[src/rtl/serdesphy_bringup_seq.sv]
// SerDes PHY bring-up sequencer.
// Brings up the PLL (reset hold, then lock wait), optionally the CDR, and then
// holds the link ACTIVE while it tracks the lane-enable CSRs. A lock timeout
// retries from PLL_START up to MAX_RETRY times and then parks in FAULT.
// Ports:
//   clk, rst_n_in             : reference clock, async active-low reset
//   por_complete, phy_en      : bring-up permission (either low -> IDLE)
//   tx_en_csr, rx_en_csr      : CSR lane enables
//   pll_lock, cdr_lock        : lock indicators (already in the clk domain)
//   pll_en, pll_rst_n, cdr_en,
//   tx_en, rx_en              : registered analog controls
//   link_ready, fault         : registered status
//   seq_state, retry_cnt      : current state encoding and retries consumed
module serdesphy_bringup_seq #(
  parameter logic [7:0]  SETTLE_CYCLES = 8'd24,
  parameter logic [15:0] LOCK_TIMEOUT  = 16'd2400,
  parameter logic [1:0]  MAX_RETRY     = 2'd2
) (
  input  logic       clk,
  input  logic       rst_n_in,
  input  logic       por_complete,
  input  logic       phy_en,
  input  logic       tx_en_csr,
  input  logic       rx_en_csr,
  input  logic       pll_lock,
  input  logic       cdr_lock,
  output logic       pll_en,
  output logic       pll_rst_n,
  output logic       cdr_en,
  output logic       tx_en,
  output logic       rx_en,
  output logic       link_ready,
  output logic       fault,
  output logic [2:0] seq_state,
  output logic [1:0] retry_cnt
);

  typedef enum logic [2:0] {
    IDLE      = 3'd0,
    PLL_START = 3'd1,
    PLL_WAIT  = 3'd2,
    CDR_WAIT  = 3'd3,
    ACTIVE    = 3'd4,
    FAULT     = 3'd5
  } state_t;

  state_t      r_state, w_state_nxt;
  logic [15:0] r_timer, w_timer_nxt;
  logic [1:0]  r_retry, w_retry_nxt;
  logic        r_pll_en, r_pll_rst_n, r_cdr_en, r_tx_en, r_rx_en, r_link_ready, r_fault;
  logic        w_pll_en, w_pll_rst_n, w_cdr_en, w_tx_en, w_rx_en, w_link_ready, w_fault;
  logic        w_fail;

  always_comb begin
    w_state_nxt  = r_state;
    w_timer_nxt  = (r_timer != 16'd0) ? r_timer - 16'd1 : 16'd0;
    w_retry_nxt  = r_retry;
    w_pll_en     = r_pll_en;
    w_pll_rst_n  = r_pll_rst_n;
    w_cdr_en     = r_cdr_en;
    w_tx_en      = r_tx_en;
    w_rx_en      = r_rx_en;
    w_link_ready = r_link_ready;
    w_fault      = r_fault;
    w_fail       = 1'b0;

    if (r_state != IDLE && !(por_complete && phy_en)) begin
      w_state_nxt  = IDLE;
      w_timer_nxt  = 16'd0;
      w_retry_nxt  = 2'd0;
      w_pll_en     = 1'b0;
      w_pll_rst_n  = 1'b0;
      w_cdr_en     = 1'b0;
      w_tx_en      = 1'b0;
      w_rx_en      = 1'b0;
      w_link_ready = 1'b0;
      w_fault      = 1'b0;
    end else begin
      case (r_state)
        IDLE: begin
          w_pll_en     = 1'b0;
          w_pll_rst_n  = 1'b0;
          w_cdr_en     = 1'b0;
          w_tx_en      = 1'b0;
          w_rx_en      = 1'b0;
          w_link_ready = 1'b0;
          w_fault      = 1'b0;
          w_timer_nxt  = 16'd0;
          if (por_complete && phy_en) begin
            w_state_nxt = PLL_START;
            w_pll_en    = 1'b1;
            w_timer_nxt = {8'd0, SETTLE_CYCLES};
          end
        end
        PLL_START: begin
          if (r_timer == 16'd0) begin
            w_state_nxt = PLL_WAIT;
            w_pll_rst_n = 1'b1;
            w_timer_nxt = LOCK_TIMEOUT;
          end
        end
        PLL_WAIT: begin
          // A lock seen in the timeout cycle still counts as success.
          if (pll_lock) begin
            w_tx_en = tx_en_csr;
            if (rx_en_csr) begin
              w_state_nxt = CDR_WAIT;
              w_cdr_en    = 1'b1;
              w_timer_nxt = LOCK_TIMEOUT;
            end else begin
              w_state_nxt  = ACTIVE;
              w_link_ready = 1'b1;
              w_retry_nxt  = 2'd0;
              w_timer_nxt  = 16'd0;
            end
          end else if (r_timer == 16'd0) begin
            w_fail = 1'b1;
          end
        end
        CDR_WAIT: begin
          if (cdr_lock) begin
            w_state_nxt  = ACTIVE;
            w_link_ready = 1'b1;
            w_retry_nxt  = 2'd0;
            w_timer_nxt  = 16'd0;
            w_tx_en      = tx_en_csr;
            w_rx_en      = rx_en_csr;
            w_cdr_en     = rx_en_csr;
          end else if (r_timer == 16'd0) begin
            w_fail = 1'b1;
          end
        end
        ACTIVE: begin
          if (!pll_lock) begin
            w_fail = 1'b1;
          end else if (!cdr_lock && rx_en_csr) begin
            // CDR-only relock: PLL stays up, tx keeps running.
            w_state_nxt  = CDR_WAIT;
            w_link_ready = 1'b0;
            w_rx_en      = 1'b0;
            w_cdr_en     = 1'b1;
            w_timer_nxt  = LOCK_TIMEOUT;
          end else begin
            w_tx_en  = tx_en_csr;
            w_rx_en  = rx_en_csr;
            w_cdr_en = rx_en_csr;
          end
        end
        FAULT: begin
          w_pll_en     = 1'b0;
          w_pll_rst_n  = 1'b0;
          w_cdr_en     = 1'b0;
          w_tx_en      = 1'b0;
          w_rx_en      = 1'b0;
          w_link_ready = 1'b0;
          w_fault      = 1'b1;
          w_timer_nxt  = 16'd0;
        end
        default: begin
          w_state_nxt  = IDLE;
          w_timer_nxt  = 16'd0;
          w_retry_nxt  = 2'd0;
          w_pll_en     = 1'b0;
          w_pll_rst_n  = 1'b0;
          w_cdr_en     = 1'b0;
          w_tx_en      = 1'b0;
          w_rx_en      = 1'b0;
          w_link_ready = 1'b0;
          w_fault      = 1'b0;
        end
      endcase

      // Shared failure path for lock timeouts and PLL loss in ACTIVE.
      if (w_fail) begin
        w_cdr_en     = 1'b0;
        w_tx_en      = 1'b0;
        w_rx_en      = 1'b0;
        w_link_ready = 1'b0;
        w_pll_rst_n  = 1'b0;
        if (r_retry < MAX_RETRY) begin
          w_state_nxt = PLL_START;
          w_retry_nxt = r_retry + 2'd1;
          w_pll_en    = 1'b1;
          w_timer_nxt = {8'd0, SETTLE_CYCLES};
        end else begin
          w_state_nxt = FAULT;
          w_pll_en    = 1'b0;
          w_fault     = 1'b1;
          w_timer_nxt = 16'd0;
        end
      end
    end
  end

  always_ff @(posedge clk or negedge rst_n_in) begin
    if (!rst_n_in) begin
      r_state      <= IDLE;
      r_timer      <= 16'd0;
      r_retry      <= 2'd0;
      r_pll_en     <= 1'b0;
      r_pll_rst_n  <= 1'b0;
      r_cdr_en     <= 1'b0;
      r_tx_en      <= 1'b0;
      r_rx_en      <= 1'b0;
      r_link_ready <= 1'b0;
      r_fault      <= 1'b0;
    end else begin
      r_state      <= w_state_nxt;
      r_timer      <= w_timer_nxt;
      r_retry      <= w_retry_nxt;
      r_pll_en     <= w_pll_en;
      r_pll_rst_n  <= w_pll_rst_n;
      r_cdr_en     <= w_cdr_en;
      r_tx_en      <= w_tx_en;
      r_rx_en      <= w_rx_en;
      r_link_ready <= w_link_ready;
      r_fault      <= w_fault;
    end
  end

  assign pll_en     = r_pll_en;
  assign pll_rst_n  = r_pll_rst_n;
  assign cdr_en     = r_cdr_en;
  assign tx_en      = r_tx_en;
  assign rx_en      = r_rx_en;
  assign link_ready = r_link_ready;
  assign fault      = r_fault;
  assign seq_state  = r_state;
  assign retry_cnt  = r_retry;

endmodule

[config.mk]
export PLATFORM = sky130hd
export DESIGN_NAME = serdesphy_bringup_seq
export DESIGN_NICKNAME = d
export VERILOG_FILES = /design/src/rtl/serdesphy_bringup_seq.sv
export SDC_FILE = /design/constraint.sdc
export NUM_CORES = 1
export LEC_CHECK = 0
export BUFFER_PORTS_ARGS = -buffer_cell sky130_fd_sc_hd__clkbuf_2
export CORE_UTILIZATION = 62
export CTS_BUF_LIST = sky130_fd_sc_hd__clkbuf_4
export CTS_CLUSTER_SIZE = 25
export DETAILED_ROUTE_END_ITERATION = 8
export MAX_ROUTING_LAYER = met4
export PLACE_DENSITY = 0.8
export REMOVE_ABC_BUFFERS = 1
export SETUP_SLACK_MARGIN = 0.15
export SLEW_MARGIN = 40
export SYNTH_ARGS = -nofsm -noshare
export SYNTH_HDL_FRONTEND = slang
export SYNTH_SLANG_ARGS = --single-unit
[constraint.sdc]
create_clock -name clk -period 5.9 [get_ports clk]
set_input_delay 0.59 -clock clk [delete_from_list [all_inputs] [get_ports clk]]
set_output_delay 0.59 -clock clk [all_outputs]
set_load 0.005 [all_outputs]
==> impl_metrics.ini, run 1 <==
[setup_path]
critPathTopFamily = simple AND/OR/NAND/NOR gates
path_cells = inv_1 > ha_1 > nor3b_2 > and4_4 > a21oi_2 > a211oi_2 > mux2_1
path_max_fanout = 11
crit_required_ns = 6.13
crit_buf_inv = 1
slowest_delay_ns = 0.44
crit_path_start_kind = flip-flop
cp-end-kind = flip-flop
cpMaxStageDelayCell = dfrtp_1
crit_arrival_ns = 2.48
critPathKind = reg -> reg

[sta]
tightest_slew_ns = 0.703
finalCritPeriodShare = 0.381
slew_headroom = 0.531
final.setup.tns_ns = 0
max_freq_ghz = 0.444
hold_violations = 0
setup_violations = 0
rsz0062_at_grt = false
fin_worst_skew_ns = 0.00309
finalCriticalPeriod_ns = 2.25
maxSlewViolCount = 0

[yosys]
yosysTopAreaCell = dfrtp_1
syn-mean-instance-area_um2 = 8.83
synth_area_leaders = dfrtp_1, nor2_1, nand2_1
yosysMostFrequentCell = dfrtp_1
yosys_register_bits = 28
yosysWarningCount = 0
synth-seq-area-share = 0.371
ys_types = 57
syn_area_um2 = 1890
async_reset_ff_frac = 1.00
ys.flop_type = dfrtp_1
synth_top_cell_area_share = 0.371
netlist_instances = 214
synth-edff-count = 0
yosys-top-cells-count = dfrtp_1, nor2_1, nand2_1, a21oi_1

[floorplan]
io_pins = 20
dieArea_um2 = 3270
core-area_um2 = 2830
die_y_um = 57.2
start_util = 0.668
die_w_um = 57.2
num_rows = 19

[layout]
drive_gt1_frac = 0.159
final_util = 0.705
nets = 237
syn2layout_area_growth_pct = 5.63
regArea_um2 = 701
multi_input_area_um2 = 1110
n_antenna_cell = 0
fin_area_um2 = 2000
fillers = 230

[clock_network]
cts_tree = built
root_buffer = clkbuf_4
cts.htree.levels = 1
post-cts-setup-buffers = 0
clock_path_buffers = 2
cts_buffers = 3
insertion_delay_ns = 0.33
cts_resized = 0
clock-sinks = 28
hold_buffers = 0
clk_pin_slew_ns = 0.15

[run_status]
status = completed

[power]
power_frac_seq = 0.339
p_comb_frac = 0.580
powerDensity_nw_per_um2 = 495
p_switching_uw = 465
p_leak_nw = 0.928
vdd_drop_max_mv = 0.195
p_int_uw = 523
swShare = 0.470
clkPwrFrac = 0.081

[drt]
vias = 1667
routed_via_density = 6.46
wire_per_inst_um = 16.8
drtIter0Drc = 94
wl_met2_um = 2090
drc_errors = 0
highest_layer = met4
ant_nets = 0
wl_met1_um = 1970
firstDrtPassIters = 4
routed_wl_um = 4350
dr_wl_met3_um = 231

[placed_design]
dpl_cell_area_um2 = 1970
port_buffers = 19
gp_congestion = 0.927
place_hpwl_um = 3210

[global_routing]
grt_pass1_wl_um = 7280
track_usage = 0.295
grt_overflow_total = 0
grt_max_degree = 29
grt_pass1_vias = 1538
antenna_found_initial = 0

[hold_path]
hp-class = in -> async

[run]
maxCapViolCount = 0
state kept, by name, summed over array words and instances (netlist names):
register / count
seq_state: 3
link_ready: 1
r_timer: 16
rx_en: 1
tx_en: 1
pll_en: 1
cdr_en: 1
retry_cnt: 2
fault: 1
pll_rst_n: 1
kinds of logic after synthesis:
group	synth area share
compound gates	0.217
xor+xnor	0.0603
fa+ha+maj	0.0119
buf+inv	0.0404
flops	0.371
mux	0.0113
simple gates	0.289
final cells by class:
class / count / share of cell area
Clock buffer: 3 / 0.0113
Clock inverter: 1 / 0.00188
Inverter: 6 / 0.0113
Multi-Input combinational cell: 170 / 0.557
Sequential cell: 28 / 0.351
Tap cell: 31 / 0.0194
Timing Repair Buffer: 19 / 0.0476
cell usage in the layout, fill, tap and decap left out, types with 2 or more instances in the layout:
cell type,count
a21o_1,3
and3_1,3
nor2_1,25
o211a_1,2
or4_1,2
o21ai_1,3
nor3_1,4
o211ai_1,2
nor3b_2,2
nand2_1,20
clkbuf_4,3
nand4_1,4
a221oi_1,2
clkbuf_2,19
nor2b_1,8
xor2_1,5
a21oi_2,2
dfrtp_1,28
nand2b_1,7
nor3_2,2
nand3_1,5
a21boi_0,2
nor4_4,2
o22ai_1,5
xnor2_1,8
a21oi_1,14
o21ai_0,6
a211oi_1,3
or3_1,3
nor4_1,2
inv_1,6
power by group through the flow:
| stage | combinational [mW] | sequential (mW) | clock (mW) |
|---|---|---|---|
| 6_report | 0.573 | 0.335 | 0.0804 |
| 5_1_grt | 0.635 | 0.344 | 0.0881 |
| 4_1_cts | 0.571 | 0.333 | 0.0829 |
| 3_5_place_dp | 0.565 | 0.336 | 0 |
| 3_3_place_gp | 0.550 | 0.332 | 0 |
| 2_1_floorplan | 0.453 | 0.318 | 0 |
path summary, 6_finish.rpt:
kind                                  from            to  slack [ns]  cells past startpoint
worst max-delay path            r_timer[0]  seq_state[0]        3.65                      7
worst min-delay path              rst_n_in   r_timer[14]        0.28                      1
worst max register to register  r_timer[0]  seq_state[0]        3.65                      7
worst min register to register  r_timer[0]    r_timer[0]        0.51                      1
max in group asynchronous         rst_n_in         fault        5.18                      1
min in group clk                 tx_en_csr         tx_en        0.49                      2
routing by layer:
metal | GRT usage | up-vias
li1 | - | 796
met1 | 0.419 | 803
met2 | 0.450 | 61
met3 | 0.0340 | 7
met4 | 0.0801 | 0
met5 | - | -
stage by stage:
stage	worst slack (ns)	power [mW]	hold slack [ns]	std cells
6_report	3.65	0.988	0.279	258
5_1_grt	3.44	1.07	0.337	258
4_1_cts	3.64	0.987	0.295	258
3_5_place_dp	3.66	0.902	0.485	254
3_3_place_gp	3.71	0.882	0.473	254
2_1_floorplan	3.93	0.771	0.294	204
worst register-to-register path: cells and delay by family, from the launching register on:
family	cells	cell delay, ns
adder cells (fa/ha/maj)	1	0.16
flip-flops	1	0.44
buffers and inverters	1	0.07
AND/OR/NAND/NOR	2	0.85
multiplexers	1	0.33
AO/OA/AOI/OAI	2	0.28
Note: power is estimated with default switching activity, not from simulation.
==> run 2, diff against run 1 <==
--- a/config.mk
+++ b/config.mk
@@ -6,12 +6,12 @@
 export NUM_CORES = 1
 export LEC_CHECK = 0
 export BUFFER_PORTS_ARGS = -buffer_cell sky130_fd_sc_hd__clkbuf_2
-export CORE_UTILIZATION = 62
+export CORE_UTILIZATION = 61
 export CTS_BUF_LIST = sky130_fd_sc_hd__clkbuf_4
 export CTS_CLUSTER_SIZE = 25
 export DETAILED_ROUTE_END_ITERATION = 8
 export MAX_ROUTING_LAYER = met4
-export PLACE_DENSITY = 0.8
+export PLACE_DENSITY = 0.79
 export REMOVE_ABC_BUFFERS = 1
 export SETUP_SLACK_MARGIN = 0.15
 export SLEW_MARGIN = 40
==> constraint.sdc (replaced) <==
create_clock -name clk -period 2.35 [get_ports clk]
set_input_delay 0.235 -clock clk [delete_from_list [all_inputs] [get_ports clk]]
set_output_delay 0.235 -clock clk [all_outputs]
set_load 0.005 [all_outputs]
==> run 2 against run 1 <==
Against the previous run: the run now ends with DRC left; worst hold slack lost 0.16 ns; non-clock buffer count increased by 7; first-iteration DRC count rose by 54%; total power rose to 2.7 times the previous value; via count grew 4.7%; cell count grew 2.7%; combinational power increased to 2.7 times the previous value; sequential cell count unchanged; sequential power up 150%; maximum frequency rose by 8.2%; critical endpoint is now r_timer[6]; largest cell class unchanged; largest power group unchanged; highest routed layer unchanged.
==> impl_metrics.ini, run 2 (same netlist as run 1, synthesis figures left out) <==
[drt]
ant_nets = 0
drc_errors = 1
firstDrtPassIters = 6
wire_per_inst_um = 17.5
drtIter0Drc = 145
routed_wl_um = 4630
vias = 1746
routed_via_density = 6.59

[floorplan]
dieArea_um2 = 3320
die_y_um = 57.7
io_pins = 20
core-area_um2 = 2850
start_util = 0.662
num_rows = 19
die_w_um = 57.7

[setup_path]
r2r-start = seq_state[1]
reg2reg_depth = 5
cp-end-kind = flip-flop
critPathKind = reg -> reg
crit_arrival_ns = 2.36
path_max_fanout = 11
crit_required_ns = 2.63
crit_path_start_kind = flip-flop
worstReg2RegEnd = r_timer[6]
ff2ff_setup_slack_ns = 0.27

[global_routing]
grt_pass1_wl_um = 7870
track_usage = 0.320
grt_pass1_vias = 1570
grt_max_degree = 29
antenna_found_initial = 0
grt_overflow_total = 0

[placed_design]
dp.cells = 260
pre_cts_ws_ns = 0.293
place_hpwl_um = 3320
port_buffers = 19
gp_congestion = 0.930
dpl_cell_area_um2 = 2010

[sta]
maxSlewViolCount = 0
slew_headroom = 0.524
final.setup.tns_ns = 0
rsz0062_at_grt = false
tightest_slew_ns = 0.715
finalCriticalPeriod_ns = 2.08
fin_worst_skew_ns = 0.00268
setup_violations = 0
hold_violations = 0
max_freq_ghz = 0.481
finalCritPeriodShare = 0.885
hold_slack_ns = 0.117
setup_ws_ns = 0.271

[hold_path]
hold_end = tx_en
hp-class = in -> reg
whs_path_depth = 2
worstHoldStart = tx_en_csr

[power]
total_power_mw = 2.69
powerDensity_nw_per_um2 = 1290
vdd_drop_max_mv = 1.05
p_leak_nw = 0.973

[layout]
fin_area_um2 = 2080
layout_commonest_cell = dfrtp_1
nets = 244
syn2layout_area_growth_pct = 10.1
largest_reg_flops = 16
final_util = 0.729
drive_gt1_frac = 0.192
largest_register = r_timer
final_cell_mix = dfrtp_1, nor2_1, nand2_1
n_antenna_cell = 0
stdcell_count = 265

[clock_network]
insertion_delay_ns = 0.35
cts.htree.levels = 1
post-cts-setup-buffers = 0
cts_tree = built
clock_path_buffers = 2
cts_buffers = 3
clock-sinks = 28
clk_pin_slew_ns = 0.16
root_buffer = clkbuf_4

[run_status]
failed_checks = DRC
status = finished, violations left

[run]
maxCapViolCount = 0
==> run 2: repair_timing <==
item / 4_1_cts / 5_1_grt
endpoints found under the hold margin: 28 / 0
hold buffers: 1 / 0
endpoints found under the setup margin: 0 / 15
gates resized for setup: 0 / 2
==> run 2: power breakdown <==
| group | internal [mW] | total [mW] | switching (mW) |
|---|---|---|---|
| clock network | 0.173 | 0.329 | 0.156 |
| registers | 0.613 | 0.831 | 0.217 |
| logic | 0.687 | 1.53 | 0.841 |
| total | 1.47 | 2.69 | 1.21 |
==> run 2: worst max-delay path by stage <==
stage                       from            to  slack (ns)  cells past startpoint
floorplan             r_timer[0]  seq_state[0]        0.38                      7
global placement    seq_state[0]    r_timer[5]        0.32                      5
detailed placement  seq_state[0]    r_timer[6]        0.29                      5
CTS                 seq_state[0]    r_timer[6]        0.25                      5
global route          r_timer[0]    r_timer[2]        0.17                      8
finish              seq_state[1]    r_timer[6]        0.27                      5
==> run 2: critical path: stages (launching register included) <==
cell and delay [ns]:
dfrtp_1 0.56, nor3_2 0.47, nor2_1 0.16, a21oi_2 0.40, nand2_1 0.20, o22ai_1 0.21
==> run 2: cell type report <==
| cell class | count | area [µm²] |
|---|---|---|
| Multi-Input combinational cell | 170 | 1110 |
| Fill cell | 221 | 773 |
| Sequential cell | 28 | 703 |
| Timing Repair Buffer | 26 | 150 |
| Tap cell | 31 | 38.8 |
| Clock inverter | 1 | 30.0 |
| Clock buffer | 3 | 22.5 |
| Inverter | 6 | 22.5 |
==> run 2: metal layers <==
metal / track usage / vias to the layer above / routed length (µm)
li1: - / 815 / -
met2: 0.478 / 82 / 2120
met3: 0.0246 / 12 / 320
met5: - / - / 0
met1: 0.472 / 837 / 2120
met4: 0.0884 / 0 / 78
